===== config.mk =====
export PLATFORM = sky130hd
export DESIGN_NAME = mem_access_stage
export DESIGN_NICKNAME = d
export VERILOG_FILES = /design/src/rtl/mem_access_stage.sv
export SDC_FILE = /design/constraint.sdc
export NUM_CORES = 1
export LEC_CHECK = 0
export ABC_AREA = 1
export ABC_CLOCK_PERIOD_IN_PS = 2980
export CAP_MARGIN = 20
export CORE_MARGIN = 2
export CORE_UTILIZATION = 51
export CTS_BUF_LIST = sky130_fd_sc_hd__clkbuf_16
export DETAILED_ROUTE_END_ITERATION = 16
export GPL_TIMING_DRIVEN = 1
export HOLD_SLACK_MARGIN = 0.02
export PLACE_DENSITY = 0.91
export SYNTH_ARGS = -nofsm -noshare
export SYNTH_HDL_FRONTEND = slang
export SYNTH_SLANG_ARGS = --single-unit

===== constraint.sdc =====
create_clock -name clk -period 2.98 [get_ports clk]
set_input_delay 0.894 -clock clk [delete_from_list [all_inputs] [get_ports clk]]
set_output_delay 0.894 -clock clk [all_outputs]
set_load 0.01 [all_outputs]

===== src/rtl/mem_access_stage.sv =====
// mem_access_stage: memory stage of the RV64I pipeline.
// Accepts one op from execute when idle. Non-memory ops are passed to
// writeback with 1-cycle latency. Loads and stores perform a request/ready
// handshake with data memory, and the result is formatted for writeback.
// Optional build macro: MEM_MISALIGN_TRAP_EN. When it is defined, misaligned
// memory ops are trapped without issuing a request. When it is undefined,
// misaligned accesses are truncated at the doubleword boundary.
module mem_access_stage #(
    parameter int XLEN = 64,
    parameter int RD_W = 5
) (
    input  logic            clk,
    input  logic            reset,
    input  logic            in_valid,
    output logic            in_ready,
    input  logic [XLEN-1:0] alu_result,
    input  logic [XLEN-1:0] store_data,
    input  logic [2:0]      funct3,
    input  logic            mem_read,
    input  logic            mem_write,
    input  logic            reg_write,
    input  logic [RD_W-1:0] rd,
    output logic            dmem_req,
    output logic            dmem_we,
    output logic [XLEN-1:0] dmem_addr,
    output logic [XLEN-1:0] dmem_wdata,
    output logic [7:0]      dmem_wstrb,
    input  logic            dmem_ready,
    input  logic [XLEN-1:0] dmem_rdata,
    output logic            wb_valid,
    output logic            wb_reg_write,
    output logic [RD_W-1:0] wb_rd,
    output logic [XLEN-1:0] wb_data,
    output logic            misalign_err
);

    typedef enum logic [0:0] {
        IDLE   = 1'b0,
        ACCESS = 1'b1
    } state_t;

    state_t state_q, state_d;

    // Attributes of the op in flight, held for formatting at completion
    logic [2:0]      op_funct3;
    logic [2:0]      op_off;
    logic            op_reg_write;
    logic [RD_W-1:0] op_rd;

    logic            accept;
    logic            is_mem;
    logic            trap;
    logic [7:0]      strb_base;
    logic [7:0]      store_strb;
    logic [XLEN-1:0] store_shifted;
    logic [XLEN-1:0] load_field;
    logic [XLEN-1:0] load_fmt;

    // Decode the incoming op: memory/non-memory, store lanes, and misalignment trap
    always_comb begin
        accept        = in_valid && (state_q == IDLE);
        is_mem        = mem_read || mem_write;
        case (funct3[1:0])
            2'b00:   strb_base = 8'h01;
            2'b01:   strb_base = 8'h03;
            2'b10:   strb_base = 8'h0F;
            default: strb_base = 8'hFF;
        endcase
        // Lanes shifted past byte 7 fall off the 8-bit result
        store_strb    = strb_base << alu_result[2:0];
        store_shifted = store_data << {alu_result[2:0], 3'b000};
`ifdef MEM_MISALIGN_TRAP_EN
        case (funct3[1:0])
            2'b00:   trap = 1'b0;
            2'b01:   trap = is_mem && alu_result[0];
            2'b10:   trap = is_mem && (alu_result[1:0] != 2'b00);
            default: trap = is_mem && (alu_result[2:0] != 3'b000);
        endcase
`else
        trap          = 1'b0;
`endif
    end

    // Extract the addressed field from the returned doubleword and extend it
    always_comb begin
        load_field = dmem_rdata >> {op_off, 3'b000};
        case (op_funct3)
            3'b000:  load_fmt = {{(XLEN-8){load_field[7]}},   load_field[7:0]};
            3'b001:  load_fmt = {{(XLEN-16){load_field[15]}}, load_field[15:0]};
            3'b010:  load_fmt = {{(XLEN-32){load_field[31]}}, load_field[31:0]};
            3'b100:  load_fmt = {{(XLEN-8){1'b0}},            load_field[7:0]};
            3'b101:  load_fmt = {{(XLEN-16){1'b0}},           load_field[15:0]};
            3'b110:  load_fmt = {{(XLEN-32){1'b0}},           load_field[31:0]};
            default: load_fmt = load_field;
        endcase
    end

    // FSM state register
    always_ff @(posedge clk) begin
        if (reset) begin
            state_q <= IDLE;
        end else begin
            state_q <= state_d;
        end
    end

    // FSM next-state: enter ACCESS on an accepted, non-trapping memory op
    always_comb begin
        state_d = state_q;
        case (state_q)
            IDLE:    if (accept && is_mem && !trap) state_d = ACCESS;
            ACCESS:  if (dmem_ready) state_d = IDLE;
            default: state_d = IDLE;
        endcase
    end

    // FSM outputs: upstream may hand over an op only while idle
    always_comb begin
        in_ready = (state_q == IDLE);
    end

    // Datapath: capture op, drive the memory request, and produce the writeback pulse
    always_ff @(posedge clk) begin
        if (reset) begin
            dmem_req     <= 1'b0;
            dmem_we      <= 1'b0;
            dmem_addr    <= '0;
            dmem_wdata   <= '0;
            dmem_wstrb   <= '0;
            wb_valid     <= 1'b0;
            wb_reg_write <= 1'b0;
            wb_rd        <= '0;
            wb_data      <= '0;
            misalign_err <= 1'b0;
            op_funct3    <= '0;
            op_off       <= '0;
            op_reg_write <= 1'b0;
            op_rd        <= '0;
        end else begin
            wb_valid     <= 1'b0;
            misalign_err <= 1'b0;
            if (accept) begin
                op_funct3    <= funct3;
                op_off       <= alu_result[2:0];
                op_reg_write <= reg_write;
                op_rd        <= rd;
                if (!is_mem) begin
                    wb_valid     <= 1'b1;
                    wb_reg_write <= reg_write;
                    wb_rd        <= rd;
                    wb_data      <= alu_result;
                end else if (trap) begin
                    wb_valid     <= 1'b1;
                    wb_reg_write <= 1'b0;
                    wb_rd        <= rd;
                    wb_data      <= alu_result;
                    misalign_err <= 1'b1;
                end else begin
                    dmem_req   <= 1'b1;
                    dmem_we    <= mem_write;
                    dmem_addr  <= {alu_result[XLEN-1:3], 3'b000};
                    dmem_wdata <= store_shifted;
                    dmem_wstrb <= mem_write ? store_strb : 8'h00;
                end
            end else if ((state_q == ACCESS) && dmem_ready) begin
                dmem_req     <= 1'b0;
                dmem_we      <= 1'b0;
                wb_valid     <= 1'b1;
                wb_rd        <= op_rd;
                wb_reg_write <= dmem_we ? 1'b0 : op_reg_write;
                // Stores report their effective address, rebuilt from the aligned address and offset
                wb_data      <= dmem_we ? {dmem_addr[XLEN-1:3], op_off} : load_fmt;
            end
        end
    end

endmodule

==> results.json <==
{
  "cts_sinks": 219,
  "synth_fa_ha_area_frac": 0,
  "avgSynthCellArea_um2": 6.059,
  "clockPowerShare": 0.331,
  "fill_cells": 2010,
  "p_int_uw": 5706,
  "die-height_um": 162.0,
  "status": "finished, final reports clean",
  "critPathBufInv": 1,
  "synth_mux_area_frac": 0.01573,
  "htreeDepth": 1,
  "wl_per_cell_um": 19.18,
  "synth_seq_area_share": 0.3446,
  "grt_usage": 0.3902,
  "power.density_cell_area_nw_per_um2": 479.9,
  "period_share": 0.9258,
  "swShare": 0.3298,
  "place_hpwl_um": 39060,
  "ys_warn_count": 0,
  "rows": 57,
  "insertion_delay_ns": 0.55,
  "drive_gt1_frac": 0.05885,
  "grt_max_degree": 134,
  "slowest_stage": "dfxtp_1",
  "first_pass_iters": 6,
  "grt_pass1_wl_um": 81990,
  "fin_hold_ws_ns": 0.4519,
  "synth_compound_area_frac": 0.1532,
  "power_frac_comb": 0.283,
  "routed_via_density": 5.724,
  "worstPathMaxFanout": 13,
  "fin_ws_ns": 0.2210,
  "start_util": 0.5216,
  "yosys.area_share.simple": 0.3989,
  "synth_top_cell_by_area": "dfxtp_1",
  "ant_nets": 0,
  "post_cts_buffers": 0,
  "critPathTopFamily": "flip-flops",
  "overflow": 0,
  "netlist-cell-type-count": 35,
  "fin_skew_ns": 0.01524,
  "hold_path.class": "reg -> reg",
  "clock-root-buffer": "clkbuf_16",
  "synth_most_common_cell": "nand2_1",
  "rsz0062_at_grt": "false",
  "initialDrtViolationCount": 2068,
  "place_ws_ns": 0.04717,
  "ir_drop_mv": 0.4313,
  "synthCells": 2100,
  "postCtsHoldBufs": 0,
  "post-route-util": 0.7274,
  "slowest_delay_ns": 0.66,
  "slew_headroom": 0.5270,
  "yosys_most_used_dff": "dfxtp_1",
  "period_needed_ns": 2.759,
  "critPathRequiredTime_ns": 2.09,
  "crit_chain": "clkdlybuf4s50_1",
  "cts_buffer_depth": 3,
  "synthArstFlopShare": 0,
  "clkTransAtPathRegs_ns": 0.06,
  "die_w_um": 162.0,
  "hold_depth": 2,
  "tightest_slew_ns": 0.7087,
  "io_pins": 418,
  "worstPathArrival_ns": 1.86,
  "path_depth": 1,
  "synthTopCellsByCount": "701 x nand2_1, 344 x nor2_1, 219 x dfxtp_1, 180 x o21ai_0, 123 x nand3_1",
  "synth_xor_xnor_area_share": 0,
  "synth_top_cell_area_share": 0.3446,
  "cts_buffers": 25,
  "maxSlewViolCount": 0,
  "cp-end-kind": "primary output",
  "dieArea_um2": 26230,
  "synth_top_family_by_area": "simple AND/OR/NAND/NOR gates",
  "area_delta_synth_final_pct": 39.43,
  "p_sw_uw": 2808,
  "critPathLaunchType": "register",
  "timing.fmax_ghz": 0.3625,
  "finalWirelength_um": 53230,
  "nNetsFinal": 2637,
  "p_leak_uw": 0.008103,
  "hold_viol": 0,
  "cts_resized": 0,
  "syn_area_um2": 12720,
  "gp_congestion": 0.9930,
  "ys_top_cells_by_area": "dfxtp_1 34%, nand2_1 21%, nor2_1 10%",
  "setup_viol": 0,
  "path_class": "reg -> out",
  "drcViolationCount": 0,
  "max_cap_violations": 0,
  "setup_tns_ns": 0,
  "seq_power_share": 0.386,
  "vias": 15883,
  "io_buffers": 413,
  "antenna_found_initial": 3,
  "synth_edf_count": 0,
  "core_area_um2": 24390,
  "cts_tree": "yes",
  "fin_total_pwr_uw": 8514,
  "grt_pass1_vias": 14938,
  "rr_worst_depth": 9,
  "ys_seq_elements": 219
}
## power groups by stage
stage	registers [µW]	clock network (µW)	logic (µW)
after global routing	3300	2950	2610
after detailed placement	3340	0	2360
after CTS	3280	2820	2370
after floorplan	3390	0	1170
after global placement	3340	0	2330
final	3290	2820	2410
## state kept, by name, indices dropped and copies added, names as in the netlist
signal        count
dmem_addr        61
dmem_req          1
dmem_wdata       64
dmem_we           1
dmem_wstrb        8
op_funct3         3
op_off            3
op_rd             5
op_reg_write      1
state_q           1
wb_data          64
wb_rd             5
wb_reg_write      1
wb_valid          1
## cell families (layout without fill, tap and decap cells)
group,after synthesis,in the layout
flip-flops,219,219
buffers and inverters,252,596
AND/OR/NAND/NOR,1251,1251
AO/OA/AOI/OAI,357,357
multiplexers,20,20
other,1,8
## metrics by stage
step / instances / instance area [µm²]
finish: 2775 / 17740
global placement: 2727 / 17000
detailed placement: 2727 / 17000
CTS: 2771 / 17730
floorplan: 2103 / 12730
global route: 2773 / 17740
## cells in the final DEF (no fill, tap or decap), types with 32 or more instances in the layout
master,n
a21oi_1,93
buf_4,32
clkdlybuf4s50_1,410
dfxtp_1,218
inv_1,85
nand2_1,701
nand3_1,123
nand4_1,32
nor2_1,344
o21ai_0,180
or2_2,35
## cell type report
type | instances | area, µm² | area share
Clock inverter | 19 | 101.3 | 0.005713
Timing Repair Buffer | 457 | 4599 | 0.2593
Clock buffer | 25 | 625.6 | 0.03526
Inverter | 95 | 359.1 | 0.02024
Multi-Input combinational cell | 1632 | 7254 | 0.4089
Sequential cell | 219 | 4385 | 0.2472
Antenna cell | 4 | 10.01 | 0.0005642
Tap cell | 324 | 405.4 | 0.02285
## worst paths after layout
check / start / endpoint / slack, ns
max: dmem_we$_SDFFE_PP0P_ / dmem_we / 0.22
min: wb_data[27]$_SDFFE_PP0P_ / wb_data[27]$_SDFFE_PP0P_ / 0.45
max reg2reg: op_off[1]$_SDFFE_PP0P_ / wb_data[33]$_SDFFE_PP0P_ / 0.56
min reg2reg: wb_data[27]$_SDFFE_PP0P_ / wb_data[27]$_SDFFE_PP0P_ / 0.45
## per-layer routing
| layer | routed length [µm] | global-route usage |
|---|---|---|
| met3 | 4998 | 0.07686 |
| met1 | 19490 | 0.4535 |
| met4 | 3170 | 0.2076 |
| met2 | 25570 | 0.6785 |
| met5 | 0 | 0 |
No activity file was read; power rests on OpenSTA's default activity.
